<file path="src/rtl/la_capture.sv">
// rtl/la_capture.sv - trigger-based LA capture buffer with pre/post-trigger window and valid/ready drain
module la_capture #(
  parameter  int DATA_W = 128,
  parameter  int DEPTH  = 16,
  localparam int PTR_W  = $clog2(DEPTH)
) (
  input  logic              clk,
  input  logic              nrst,
  input  logic [DATA_W-1:0] la_dat_in,
  input  logic              arm,
  input  logic              abort,
  input  logic [DATA_W-1:0] trig_mask,
  input  logic [DATA_W-1:0] trig_value,
  input  logic [PTR_W:0]    post_cnt,
  input  logic              rd_ready,
  output logic              rd_valid,
  output logic [DATA_W-1:0] rd_dat,
  output logic              armed,
  output logic              triggered,
  output logic              done
);

  typedef enum logic [1:0] {S_IDLE, S_ARMED, S_POST, S_DONE} state_t;

  localparam logic [PTR_W:0] FULL     = (PTR_W+1)'(DEPTH);
  localparam logic [PTR_W:0] MAX_POST = (PTR_W+1)'(DEPTH - 1);

  state_t            state_q, state_d;
  logic [DATA_W-1:0] mem [DEPTH];
  logic [PTR_W-1:0]  wr_ptr, rd_ptr;
  logic [PTR_W:0]    fill, remaining;
  logic [PTR_W:0]    post_lat, post_left;

  logic              capturing;
  logic              trig_hit;
  logic              rd_fire;
  logic [PTR_W-1:0]  wr_ptr_inc;
  logic [PTR_W:0]    fill_inc;

  // Trigger compare, write-side increments and read handshake.
  always_comb begin
    capturing  = (state_q == S_ARMED) || (state_q == S_POST);
    trig_hit   = ((la_dat_in ^ trig_value) & trig_mask) == '0;
    wr_ptr_inc = wr_ptr + 1'b1;
    fill_inc   = (fill == FULL) ? fill : fill + 1'b1;
    rd_fire    = rd_valid && rd_ready;
  end

  // Next-state logic; abort overrides every other transition.
  always_comb begin
    state_d = state_q;
    case (state_q)
      S_IDLE:  if (arm) state_d = S_ARMED;
      S_ARMED: if (trig_hit) state_d = (post_lat == '0) ? S_DONE : S_POST;
      S_POST:  if (post_left == (PTR_W+1)'(1)) state_d = S_DONE;
      S_DONE:  if (rd_fire && remaining == (PTR_W+1)'(1)) state_d = S_IDLE;
      default: state_d = S_IDLE;
    endcase
    if (abort) state_d = S_IDLE;
  end

  // Status outputs and read port; rd_dat only ever comes from stored samples.
  always_comb begin
    armed     = (state_q == S_ARMED);
    triggered = (state_q == S_POST) || (state_q == S_DONE);
    done      = (state_q == S_DONE);
    rd_valid  = (state_q == S_DONE) && (remaining != '0);
    rd_dat    = rd_valid ? mem[rd_ptr] : '0;
  end

  // State register.
  always_ff @(posedge clk or negedge nrst) begin
    if (!nrst) state_q <= S_IDLE;
    else       state_q <= state_d;
  end

  // Pointers and counters; the read window is set up from post-write values on DONE entry.
  always_ff @(posedge clk or negedge nrst) begin
    if (!nrst) begin
      wr_ptr    <= '0;
      rd_ptr    <= '0;
      fill      <= '0;
      remaining <= '0;
      post_lat  <= '0;
      post_left <= '0;
    end else if (abort) begin
      wr_ptr    <= '0;
      rd_ptr    <= '0;
      fill      <= '0;
      remaining <= '0;
      post_lat  <= '0;
      post_left <= '0;
    end else begin
      case (state_q)
        S_IDLE: begin
          if (arm) begin
            wr_ptr   <= '0;
            fill     <= '0;
            post_lat <= (post_cnt > MAX_POST) ? MAX_POST : post_cnt;
          end
        end
        S_ARMED, S_POST: begin
          wr_ptr <= wr_ptr_inc;
          fill   <= fill_inc;
          if (state_q == S_ARMED && trig_hit) post_left <= post_lat;
          if (state_q == S_POST) post_left <= post_left - 1'b1;
          if (state_d == S_DONE) begin
            rd_ptr    <= (fill_inc == FULL) ? wr_ptr_inc : '0;
            remaining <= fill_inc;
          end
        end
        S_DONE: begin
          if (rd_fire) begin
            rd_ptr    <= rd_ptr + 1'b1;
            remaining <= remaining - 1'b1;
          end
        end
        default: ;
      endcase
    end
  end

  // Sample storage; contents are not reset, validity is tracked by fill.
  always_ff @(posedge clk) begin
    if (capturing && !abort) mem[wr_ptr] <= la_dat_in;
  end

endmodule

</file>
<file path="config.mk">
export PLATFORM = sky130hd
export DESIGN_NAME = la_capture
export DESIGN_NICKNAME = d
export VERILOG_FILES = /design/src/rtl/la_capture.sv
export SDC_FILE = /design/constraint.sdc
export NUM_CORES = 2
export LEC_CHECK = 0
export BUFFER_PORTS_ARGS = -buffer_cell sky130_fd_sc_hd__buf_4
export CAP_MARGIN = 20
export CORE_ASPECT_RATIO = 0.9
export CORE_MARGIN = 2
export CORE_UTILIZATION = 33
export CTS_BUF_LIST = sky130_fd_sc_hd__clkbuf_8
export DETAILED_ROUTE_END_ITERATION = 10
export GPL_ROUTABILITY_DRIVEN = 0
export PLACE_DENSITY_LB_ADDON = 0.05
export SETUP_SLACK_MARGIN = 0.05
export SLEW_MARGIN = 25
export SYNTH_ARGS = -nofsm -noshare
export SYNTH_HDL_FRONTEND = slang
export SYNTH_SLANG_ARGS = --single-unit
</file>
<file path="constraint.sdc">
create_clock -name clk -period 15.6 [get_ports clk]
set_input_delay 3.12 -clock clk [delete_from_list [all_inputs] [get_ports clk]]
set_output_delay 3.12 -clock clk [all_outputs]
set_load 0.005 [all_outputs]
</file>
==> impl_results.md <==
* Fin Setup TNS at 0 ns
* Worst slew pin tran at 1.12 ns
* M1 WL at 116,000 µm
* Worst setup EP type: primary output
* H-tree depth at 5
* Initial core utilization at 0.332
* Number of nets with antenna violations after routing at 0
* Required time of the worst setup path at 12.48 ns
* Clock Root Buffer: clkbuf_8
* Die width at 527 µm
* Top cells by area, synth: edfxtp_1, mux4_2, xor2_1
* YS warnings at 0
* Largest net degree at the start of global routing at 124
* Synth top area share at 0.757
* Met3 Wirelength at 13,900 µm
* RSZ-0062 raised after global routing: no
* Wire per inst at 33.9 µm
* Crit Path Max Fanout at 42
* Pre-CTS setup slack at 7.81 ns
* Via count at 40.1k
* Number of remaining DRC errors at 0
* Clock transition at the registers of the reported paths at 0.06 ns
* Final setup fails at 0
* Grt total ovfl at 0
* Syn Area/Cell at 23.5 µm²
* CTS sink count at 2,078
* Synth cell types at 57
* Worst Setup Path Type: flop to primary output
* Nets at 4,666
* Dpl cell area at 89,600 µm²
* Max Buffers Root-to-Sink at 4
* # hold bufs at CTS at 0
* Post-CTS Repair Setup Buffers at 0
* Clk_skew at 0.0490 ns
* Synth-to-Final Area Change at 17.9%
* Synthesized cell area at 81,200 µm²
* Vias in the first global route at 42.0k
* Met2 routed WL at 126,000 µm
* Total GRT Usage at 0.208
* Final hold viol count at 0
* VDD IR max at 0.135 mV
* Slack of the critical path at 7.31 ns
* Fin crit share at 0.531
* Synth Net Count at 3,863
* Detailed Route WL at 263,000 µm
* Post-synth EDFFs at 2,048
* Vias per cell at 5.18
* DRT iter0 DRCs at 3,489
* DR pass1 iterations at 5
* Die H at 475 µm
* Post-synth top flop: edfxtp_1
* Dpl hpwl at 146,000 µm
* Ys async rst share at 0.0144
* Worst skew pair latency at 0.97 ns
* Min cycle time layout at 8.29 ns
* Fmax at 121 MHz
* Min-delay worst type: flop to flop
* Initial antenna violation count at 56
* Top Layer Used: met5
* Final Instance Area at 95,800 µm²
* Synth top cells by count: edfxtp_1, mux4_2, xor2_1
* LEAKAGE at 0.0304 µW
* Crit path launch type: flop
* Most frequent cell after synthesis: edfxtp_1
* CTS buffer count at 363
* Share of layout cells above drive strength 1 at 0.375
* Port Buffers at 525
* Status: completed
* # Max-Cap Violations at 0
* CORE AREA at 244,000 µm²
* Slew HR at 0.254
* IO Pins at 526
* Yosys top cell by area: edfxtp_1
* Post-cts sizing count at 0
* First-pass GRT wire length at 357,000 µm
* Slew Viols, Final at 0
* Placement Rows at 172
* Die area at 250,000 µm²
* #FFs+latches synth at 2,078
* Register area share after synthesis at 0.766
* CP arrival at 5.17 ns
* Synthesized instance count at 3,453
* CTS tree: done
* Power per cell area at 138 nW/µm²
per-layer routing:
layer	up-vias	track usage
li1	16400	-
met1	22100	0.292
met2	1175	0.336
met3	390	0.0367
met4	42	0.0531
met5	-	0
stage by stage:
stage | hold WS [ns] | std cells | util | power, µW
2_1_floorplan | 0.471 | 3453 | - | 8110
3_3_place_gp | 0.501 | 7106 | 0.366 | 8970
3_5_place_dp | 0.499 | 7109 | 0.366 | 8960
4_1_cts | 0.512 | 7728 | 0.392 | 13400
5_1_grt | 0.564 | 7735 | 0.392 | 13800
6_report | 0.511 | 7741 | 0.392 | 13200
cell families (layout without fill, tap and decap cells):
group                      Yosys count  in the layout  synth area share
xor gates and xnor gates           133            133            0.0143
AOI/OAI and AO/OA                  125            125            0.0110
buffers and inverters              186           1243           0.00886
muxes                              641            641             0.178
DFF                               2078           2078             0.766
adders and majority gates           16             16           0.00246
other                                0             12                 0
and+or+nand+nor                    274            274            0.0195
path summary, 6_finish.rpt:
path,cells past startpoint,startpoint,slack [ns],to
max,6,rd_ptr[0]$_DFFE_PN0P_,7.31,rd_dat[3]
min,2,post_left[4]$_DFFE_PN0P_,0.51,post_left[4]$_DFFE_PN0P_
max reg2reg,7,state_q[0]$_DFF_PN0_,11.24,mem[7][107]$_DFFE_PP_
min reg2reg,2,post_left[4]$_DFFE_PN0P_,0.51,post_left[4]$_DFFE_PN0P_
max in group asynchronous,1,nrst,13.12,rd_ptr[0]$_DFFE_PN0P_
min in group asynchronous,1,nrst,2.14,remaining[4]$_DFFE_PN0P_
flip-flops by register name, indices dropped and copies added, names as in the netlist:
name       count
fill           5
mem         2048
post_lat       5
post_left      5
rd_ptr         4
remaining      5
state_q        2
wr_ptr         4
report_power, final:
part	switching, µW	internal (µW)	total, µW
Combinational	1230	1170	2400
Sequential	79.9	6300	6380
Clock	2210	2210	4420
worst max-delay path: stages (launching register included):
cell and delay (ns):
dfrtp_4 0.97, buf_4 0.79, buf_4 0.82, mux4_2 0.61, mux4_2 0.54, and2_1 0.24, buf_4 0.16
layout make-up:
class / instances / area (µm²)
multi-input cells: 1189 / 18400
fillers: 22100 / 149000
inverters: 13 / 48.8
repair buffers: 611 / 4850
clock buffers: 372 / 5120
flip-flops and latches: 2078 / 62300
well taps: 3219 / 4030
diodes: 12 / 30.0
clock inverters: 247 / 1030
cell usage in the layout (no fill, tap or decap), types with 5 or more instances in the layout:
| master | synthesis | final |
|---|---|---|
| edfxtp_1 | 2048 | 2048 |
| nor2b_1 | 6 | 6 |
| xor2_1 | 131 | 127 |
| o21ai_0 | 19 | 19 |
| buf_4 | 0 | 590 |
| nand4_1 | 17 | 17 |
| a22oi_1 | 65 | 65 |
| clkinv_1 | 1 | 97 |
| nor3_2 | 1 | 7 |
| clkinvlp_4 | 0 | 6 |
| a211oi_1 | 6 | 6 |
| nand3_1 | 11 | 11 |
| ha_1 | 16 | 16 |
| nand2b_1 | 8 | 8 |
| nand2_1 | 24 | 24 |
| buf_12 | 0 | 16 |
| nor4_1 | 5 | 5 |
| mux4_2 | 640 | 640 |
| nor2_4 | 0 | 10 |
| clkbuf_8 | 1 | 372 |
| dfrtp_1 | 30 | 26 |
| nor3_1 | 15 | 9 |
| and2_1 | 129 | 129 |
| a21oi_1 | 8 | 8 |
| diode_2 | 0 | 12 |
| nor2_1 | 34 | 24 |
| inv_1 | 12 | 131 |
| clkinv_2 | 0 | 19 |
(Power assumes the default switching activity.)
